===== src/rtl/writeback_arbiter.sv =====
// writeback_arbiter: merges ALU and load writebacks into one register-file write port via a DEPTH-entry FIFO.
// Define WB_FORWARD_EN to build the forwarding lookup; otherwise lookup outputs are tied to 0.
module writeback_arbiter #(
  parameter int W         = 16,
  parameter int ADDR_BITS = 4,
  parameter int NUM_REGS  = 16,
  parameter int DEPTH     = 4
) (
  input  logic                 clk,
  input  logic                 reset_asynchronous_n,
  input  logic                 inp_alu_valid,
  input  logic [ADDR_BITS-1:0] inp_alu_address,
  input  logic [W-1:0]         inp_alu_data,
  output logic                 out_alu_ready,
  input  logic                 inp_mem_valid,
  input  logic [ADDR_BITS-1:0] inp_mem_address,
  input  logic [W-1:0]         inp_mem_data,
  output logic                 out_mem_ready,
  output logic                 out_write_enable,
  output logic [ADDR_BITS-1:0] out_write_address,
  output logic [W-1:0]         out_write_data,
  output logic [NUM_REGS-1:0]  out_pending,
  input  logic [ADDR_BITS-1:0] inp_lookup_address,
  output logic                 out_lookup_hit,
  output logic [W-1:0]         out_lookup_data
);
  localparam int PW = $clog2(DEPTH);
  typedef enum logic {ALU, MEM} src_t;
  src_t first_q;
  logic [PW-1:0] head_q, tail_q;
  logic [PW:0] count_q, free;
  logic [ADDR_BITS-1:0] addr_q [DEPTH];
  logic [W-1:0] data_q [DEPTH];
  logic [DEPTH-1:0] ent_v;
  logic alu_push, mem_push, pop, alu_at_tail;
  logic [1:0] n_push;
  assign free = (PW+1)'(DEPTH) - count_q;
  // With one free slot the tie goes to `first`; a lone requester always wins.
  assign out_alu_ready = reset_asynchronous_n && (free >= 2 || (free == 1 && (first_q == ALU || !inp_mem_valid)));
  assign out_mem_ready = reset_asynchronous_n && (free >= 2 || (free == 1 && (first_q == MEM || !inp_alu_valid)));
  assign alu_push = inp_alu_valid && out_alu_ready;
  assign mem_push = inp_mem_valid && out_mem_ready;
  assign n_push = {1'b0, alu_push} + {1'b0, mem_push};
  assign pop = count_q != 0;
  assign alu_at_tail = alu_push && (!mem_push || first_q == ALU);
  always_ff @(posedge clk) begin
    if (n_push != 0) begin
      addr_q[tail_q] <= alu_at_tail ? inp_alu_address : inp_mem_address;
      data_q[tail_q] <= alu_at_tail ? inp_alu_data : inp_mem_data;
    end
    if (n_push == 2) begin
      addr_q[tail_q + PW'(1)] <= alu_at_tail ? inp_mem_address : inp_alu_address;
      data_q[tail_q + PW'(1)] <= alu_at_tail ? inp_mem_data : inp_alu_data;
    end
  end
  always_ff @(posedge clk or negedge reset_asynchronous_n) begin
    if (!reset_asynchronous_n) begin
      head_q <= '0;
      tail_q <= '0;
      count_q <= '0;
      first_q <= ALU;
      out_write_enable <= 1'b0;
      out_write_address <= '0;
      out_write_data <= '0;
    end else begin
      head_q <= head_q + PW'(pop);
      tail_q <= tail_q + PW'(n_push);
      count_q <= count_q + (PW+1)'(n_push) - (PW+1)'(pop);
      if (inp_alu_valid && inp_mem_valid) first_q <= first_q == ALU ? MEM : ALU;
      out_write_enable <= pop;
      if (pop) begin
        out_write_address <= addr_q[head_q];
        out_write_data <= data_q[head_q];
      end
    end
  end
  always_comb begin
    for (int i = 0; i < DEPTH; i++) ent_v[i] = {1'b0, PW'(i) - head_q} < count_q;
  end
  always_comb begin
    out_pending = '0;
    if (out_write_enable) out_pending[out_write_address] = 1'b1;
    for (int i = 0; i < DEPTH; i++) if (ent_v[i]) out_pending[addr_q[i]] = 1'b1;
  end
`ifdef WB_FORWARD_EN
  // Walk oldest to youngest so the youngest match is the one left standing.
  always_comb begin
    out_lookup_hit = out_write_enable && out_write_address == inp_lookup_address;
    out_lookup_data = out_lookup_hit ? out_write_data : '0;
    for (int k = 0; k < DEPTH; k++) begin
      if (ent_v[head_q + PW'(k)] && addr_q[head_q + PW'(k)] == inp_lookup_address) begin
        out_lookup_hit = 1'b1;
        out_lookup_data = data_q[head_q + PW'(k)];
      end
    end
  end
`else
  logic unused_lookup;
  assign unused_lookup = ^inp_lookup_address;
  assign out_lookup_hit = 1'b0;
  assign out_lookup_data = '0;
`endif
endmodule


===== config.mk =====
export PLATFORM = sky130hd
export DESIGN_NAME = writeback_arbiter
export DESIGN_NICKNAME = d
export VERILOG_FILES = /design/src/rtl/writeback_arbiter.sv
export SDC_FILE = /design/constraint.sdc
export NUM_CORES = 1
export LEC_CHECK = 0
export ABC_AREA = 0
export CORE_MARGIN = 2
export CORE_UTILIZATION = 45
export DETAILED_ROUTE_END_ITERATION = 12
export GPL_ROUTABILITY_DRIVEN = 0
export PLACE_DENSITY = 0.72
export SYNTH_ARGS = -nofsm -noshare
export SYNTH_HDL_FRONTEND = slang
export SYNTH_SLANG_ARGS = --single-unit
export TNS_END_PERCENT = 1

===== constraint.sdc =====
create_clock -name clk -period 3.5 [get_ports clk]
set_input_delay 1.05 -clock clk [delete_from_list [all_inputs] [get_ports clk]]
set_output_delay 1.05 -clock clk [all_outputs]
set_load 0.1 [all_outputs]

==> summary.md, run 1 <==
| Metric | Value |
|---|---|
| Crit Path Max Fanout | 6 |
| Placed Area | 7720 um2 |
| Synth top area share | 0.381 |
| Fin. max-slew vios | 0 |
| N_diodes | 0 |
| Initial core utilization | 0.458 |
| Rows | between 40 and 50 |
| Hold EP | out_write_data[2] |
| Most frequent cell after synthesis | edfxtp_1 |
| Outcome | finished, final reports clean |
| Placed cell count | 790 |
| Clk sinks | 109 |
| Finished Cell Area | 8260 um2 |
| Critical path type | register to primary output |
| Post-CTS Hold Fix Bufs | 0 |
| Final WL | 15700 um |
| Area Growth Syn to Fin | 31.1% |
| Clk pin slew, worst setup/hold paths | 0.07 ns |
| Cell Count, Final, Fillers Out | 810 |
| CTS Root Buffer Type | clkbuf_16 |
| Ports | 104 |
| Detailed-route vias per instance | 5.63 |
| Fin crit share | 0.993 |
| Worst R2R Start | count_q[1] |
| Min Clock Period, post-route | approximately 3.5 ns |
| Worst skew pair latency | 0.35 ns |
| Grt total ovfl | 0 |
| Slew headroom | 0.607 |
| R2R Setup Slk | around 0.17 ns |
| Synthesized area | between 6000 and 7000 um2 |
| Number of DRC markers in iteration 0 | 582 |
| Core area | ~14000 um2 |
| Final setup viols | 0 |
| DIE HEIGHT | 122 um |
| Predominant post-synthesis flop cell | edfxtp_1 |
| Initial antenna violation count | 0 |
| Worst Hold Class | register to register |
| DIE AREA | 15000 um2 |
| Crit path launch type | register |
| Register area | roughly 3100 um2 |
| Area leader, netlist | edfxtp_1 |
| Overall routing resource usage | 0.218 |
| Multi-input gate area | between 3000 and 4000 um2 |
| Final ANT Viol Nets | 0 |
| FF+latch count, synth | 109 |
| Transition time of the tightest slew-check pin | 0.589 ns |
| RSZ-0062 raised after global routing | yes |
| Syn Inst Count | roughly 520 |
| IO buf count | 82 |
| Ys async rst share | 0.266 |
| Via count | 4559 |
| Drt pass-1 iters | 7 |
| Worst Path Required | 2.45 ns |
| CTS Buffer Depth | 2 |
| Worst Reg-to-Reg Cells | 13 |
| Final net count | 690 |
| Synth cell count leaders | 80 x edfxtp_1, 78 x nand2_1, 44 x mux2_1 |
| CP max-delay cell | dfrtp_2 |
| Final Hold Viols | 0 |
| Setup TNS | 0 ns |
| Fill cell total of the finished layout | 1101 |
| Pin count of the biggest net entering global routing | 30 |
| Hold Path Stages | 2 |
| Slowest stage delay, CP | 0.46 ns |
| Post-synthesis sequential area ratio | 0.496 |
| Ys Warns | 0 |
| Routed len/inst | 19.3 um |
| Number of synthesized flops with an enable pin | 80 |
| Fmax | 288 MHz |
| Clock skew | around 0.0043 ns |
| CP endpoint kind | primary output |
| Die Wd | 122 um |
| Cell Chain, Critical Path | xor2_2 -> ha_1 -> nor2b_4 -> a2111o_1 -> o32ai_2 -> nand3b_1 -> buf_12 |
| Proportion of layout cells with a drive suffix above 1 | 0.286 |
| Global-route wire length before repair | 24700 um |
| Reg-to-reg endpoint | addr_q[2][1] |
| DP HPWL | roughly 11000 um |
| CTS Buf Count | 9 |
| H-tree depth | 3 |
| WP data arrival | 2.42 ns |
| CTS tree | done |
| Vias in the first global route | 4611 |
| Avg Synthesized Cell Area | around 12 um2 |
| DRC Markers | 0 |
| Post-synth cell types | 48 |
| Area contributors post-synth | edfxtp_1 38%, dfrtp_1 12%, mux2_1 7.9%, mux4_2 7.1%, mux2_2 6.4% |
| Max Cap Viol | 0 |
| HP Start | out_write_data[2] |
==> worst max path at each step <==
| stage | slack (ns) | cells after the start | end | start |
|---|---|---|---|---|
| detailed placement | -0.13 | 10 | data_q[1][5] | inp_mem_valid |
| global route | -0.11 | 7 | out_pending[9] | head_q[0] |
| finish | 0.03 | 7 | out_pending[9] | head_q[0] |
| CTS | -0.02 | 7 | out_pending[13] | head_q[0] |
| global placement | -0.09 | 10 | data_q[1][12] | inp_mem_valid |
| floorplan | -0.11 | 8 | out_pending[9] | head_q[0] |
==> flip-flops by register name, summed over array words and instances (netlist names) <==
register           count
addr_q                16
out_write_address      4
data_q                64
first_q                1
out_write_data        16
head_q                 2
out_write_enable       1
tail_q                 2
count_q                3
==> per-layer routing <==
metal	GRT usage	share of wire
met5	0	0
met1	0.274	0.40
met3	0.0386	0.056
met2	0.376	0.51
met4	0.0819	0.027
==> critical path: cells and delay by family, from the launching register on <==
| family | cells | cell delay, ns |
|---|---|---|
| and+or+nand+nor | 2 | 0.37 |
| DFF | 1 | 0.46 |
| AOI/OAI and AO/OA | 2 | 0.59 |
| buffers and inverters | 1 | 0.20 |
| adders and majority gates | 1 | 0.27 |
| xor gates and xnor gates | 1 | 0.17 |
==> cell usage in the layout (no fill, tap or decap), drive strengths merged, types with 4 or more instances in the layout <==
| cell | instances |
|---|---|
| clkbuf | 13 |
| a21oi | 8 |
| nor2b | 16 |
| inv | 15 |
| nand3b | 4 |
| buf | 75 |
| ha | 16 |
| nand2 | 78 |
| nor3 | 5 |
| dfrtp | 29 |
| mux2 | 80 |
| mux4 | 20 |
| edfxtp | 80 |
| nor2 | 24 |
| xor2 | 4 |
| nand2b | 7 |
| nand4 | 13 |
| a31oi | 6 |
| conb | 17 |
| xnor2 | 7 |
| nand3 | 27 |
| clkdlybuf4s50 | 42 |
==> metrics by stage <==
stage / hold slack (ns) / worst slack, ns / utilization
2_1_floorplan: 0.458 / -0.108 / -
3_3_place_gp: 0.463 / -0.0939 / 0.561
3_5_place_dp: 0.462 / -0.132 / 0.561
4_1_cts: 0.478 / -0.0196 / 0.592
5_1_grt: 0.496 / -0.115 / 0.600
6_report: 0.474 / 0.0256 / 0.600
==> kinds of logic (layout without fill, tap and decap cells) <==
family / count (synthesis) / after routing / synth area share
flip-flops: 109 / 109 / 0.496
other: 1 / 17 / 0.000595
XOR/XNOR: 11 / 11 / 0.0153
adder cells (fa/ha/maj): 17 / 17 / 0.0349
AND/OR/NAND/NOR: 186 / 186 / 0.141
multiplexers: 100 / 100 / 0.214
buffers and inverters: 55 / 148 / 0.0464
AO/OA/AOI/OAI: 42 / 42 / 0.0512
==> what timing repair did <==
item | in CTS | in global routing
setup buffers | 1 | 3
pin swaps | 3 | 13
endpoints found under the setup margin | 16 | 53
gates resized for setup | 14 | 14
==> final cells by class <==
cell class / instances / share of cell area
clock buffers: 13 / 0.0329
inverters: 15 / 0.00681
multi-input cells: 373 / 0.390
flip-flops and latches: 109 / 0.379
well taps: 180 / 0.0273
repair buffers: 117 / 0.156
clock inverters: 3 / 0.00787
Power of run 1 is not shown: default switching activity piles up to over one toggle a cycle in this logic, so the estimate is an artifact.
==> run 2: changes to the inputs <==
--- a/config.mk
+++ b/config.mk
@@ -6,6 +6,7 @@
 export NUM_CORES = 1
 export LEC_CHECK = 0
 export ABC_AREA = 0
+export CORE_ASPECT_RATIO = 1.2
 export CORE_MARGIN = 2
 export CORE_UTILIZATION = 45
 export DETAILED_ROUTE_END_ITERATION = 12
==> run 2 against run 1 <==
Maximum frequency rose by 0.13%. Cell area fell by 0.44%. Worst hold slack improved by 0.0018 ns. Highest routed layer unchanged. Critical path type unchanged.
==> summary.md, run 2 (synthesis gave the netlist of run 1 again) <==
| Metric | Value |
|---|---|
| Outcome | finished, final reports clean (unchanged) |
| Final Hold Viols | 0 (unchanged) |
| CTS Buf Count | 9 (unchanged) |
| WP data arrival | 2.42 ns (about the same) |
| Rows | 47 (was 43) |
| Initial antenna violation count | 0 (unchanged) |
| Proportion of layout cells with a drive suffix above 1 | 0.287 (was 0.286) |
| Clk pin slew, worst setup/hold paths | 0.07 ns (about the same) |
| Detailed-route vias per instance | 5.75 (was 5.63) |
| DRC Markers | 0 (unchanged) |
| Global-route wire length before repair | 24800 um (was 24700 um) |
| Core area | 13800 um2 (about the same) |
| Via count | 4613 (was 4559) |
| Vias in the first global route | 4769 (was 4611) |
| Clock skew | 0.00848 ns (was 0.00431 ns) |
| Final WL | 15600 um (was 15700 um) |
| Min Clock Period, post-route | 3.47 ns (about the same) |
| Fin crit share | 0.991 (was 0.993) |
| DP HPWL | 10800 um (about the same) |
| CTS Buffer Depth | 2 (unchanged) |
| Area Growth Syn to Fin | 30.5% (was 31.1%) |
| Delay-heaviest family, CP | compound AO/OA/AOI/OAI gates (unchanged) |
| Slowest stage delay, CP | 0.39 ns (was 0.46 ns) |
| Initial core utilization | 0.458 (about the same) |
| Fmax | 288 MHz (about the same) |
| CP endpoint kind | primary output (unchanged) |
| Grt total ovfl | 0 (unchanged) |
| Routed len/inst | 19.5 um (was 19.3 um) |
| Final ANT Viol Nets | 0 (unchanged) |
| Crit Path Max Fanout | 5 (was 6) |
| Largest register FFs | 64 (unchanged) |
| Critical path type | register to primary output (unchanged) |
| Die Wd | 112 um (was 122 um) |
| Worst skew pair latency | 0.35 ns (about the same) |
| Most flops, register | data_q (unchanged) |
| Final setup viols | 0 (unchanged) |
| DIE HEIGHT | 134 um (was 122 um) |
| Biggest regs | data_q: 64 flops, addr_q: 16 flops, out_write_data: 16 flops (unchanged) |
| Drt pass-1 iters | 6 (was 7) |
| Setup TNS | 0 ns (unchanged) |
| Multi-input gate area | 3210 um2 (was 3220 um2) |
| Overall routing resource usage | 0.213 (was 0.218) |
| Worst Path Required | 2.45 ns (about the same) |
| DIE AREA | 15000 um2 (about the same) |
| H-tree depth | 3 (unchanged) |
| Most frequent cells in the layout | 80 x edfxtp_1, 78 x nand2_1, 49 x buf_4 (was 80 x edfxtp_1, 78 x nand2_1, 47 x buf_4) |
| Register area | 3130 um2 (unchanged) |
| Max Cap Viol | 0 (unchanged) |
| Fin. max-slew vios | 0 (unchanged) |
| Ports | 104 (unchanged) |
| Number of DRC markers in iteration 0 | 257 (was 582) |
| CTS Root Buffer Type | clkbuf_16 (unchanged) |
| Fill cell total of the finished layout | 1111 (was 1101) |
| Crit path buffers/inverters | 3 (was 1) |
| N_diodes | 0 (unchanged) |
| Commonest non-fill, non-tap cell in the layout | edfxtp_1 (unchanged) |
| CTS tree | done (unchanged) |
| IO buf count | 82 (unchanged) |
| RSZ-0062 raised after global routing | yes (unchanged) |
| Final net count | 691 (was 690) |
| Cell Chain, Critical Path | inv_1 -> buf_4 -> ha_1 -> nor2b_4 -> a2111o_1 -> o32ai_1 -> nand3b_1 -> buf_12 (was xor2_2 -> ha_1 -> nor2b_4 -> a2111o_1 -> o32ai_2 -> nand3b_1 -> buf_12) |
| Crit path launch type | register (unchanged) |
| CP max-delay cell | a2111o_1 (was dfrtp_2) |
| Clk sinks | 109 (unchanged) |
| Post-CTS Hold Fix Bufs | 0 (unchanged) |
| Worst Hold Class | register to register (unchanged) |
| Pin count of the biggest net entering global routing | 29 (was 30) |
-- run 2: cell count changes in the layout (fill, tap and decap cells not counted), sizes merged --
cell,before,now
bufinv,2,0
clkinv,1,0
buf,75,76
clkbuf,13,15
inv,15,16
-- run 2: area by class of cell --
type | count | share of cell area
clock buffers | 15 | 0.0365
inverters | 15 | 0.00684
repair buffers | 118 | 0.159
flip-flops and latches | 109 | 0.380
clock inverters | 1 | 0.00106
well taps | 171 | 0.0260
multi-input cells | 373 | 0.391
-- run 2: routing by layer --
| layer | up-vias | global-route usage | routed length [um] |
|---|---|---|---|
| met5 | - | 0 | 0 |
| met4 | 0 | 0.0969 | 609 |
| met3 | 47 | 0.0291 | 866 |
| met2 | 202 | 0.393 | 8220 |
| met1 | 2260 | 0.246 | 5950 |
| li1 | 2104 | - | - |
-- run 2: worst register-to-register path: cells and delay by family (launching register included) --
kind,cells,cell delay [ns]
and+or+nand+nor,4,0.89
adders and majority gates,3,0.72
AOI/OAI and AO/OA,1,0.20
DFF,1,0.36
buffers and inverters,2,0.28
muxes,1,0.36
xor gates and xnor gates,1,0.24
-- run 2: path summary, 6_finish.rpt --
kind	start	endpoint	slack [ns]	depth (start not counted)
max	count_q[1]	out_pending[9]	0.03	8
min reg2reg	out_write_data[15]	out_write_data[15]	0.48	2
max reg2reg	count_q[1]	data_q[1][7]	0.19	12
min in group asynchronous	reset_asynchronous_n	first_q	0.53	1
min	out_write_data[15]	out_write_data[15]	0.48	2
max in group asynchronous	reset_asynchronous_n	head_q[1]	2.30	2
-- run 2: stage by stage --
| step | std cells | hold WS, ns | worst slack (ns) | util | cell area [um2] |
|---|---|---|---|---|---|
| after detailed placement | 783 | 0.462 | -0.159 | 0.562 | 7740 |
| after CTS | 799 | 0.479 | -0.0203 | 0.589 | 8110 |
| after floorplan | 537 | 0.458 | -0.108 | - | 6460 |
| after global routing | 802 | 0.496 | -0.0264 | 0.598 | 8230 |
| after global placement | 783 | 0.459 | -0.0778 | 0.562 | 7740 |
| final | 802 | 0.476 | 0.0300 | 0.598 | 8230 |
-- run 2: timing repair --
action / in CTS / in global routing
endpoints found under the hold margin: 0 / 0
pin swaps: 3 / 11
resized for setup: 9 / 17
setup endpoints to repair: 15 / 63
setup buffers: 0 / 3
Power of run 2 is left out for the same reason.
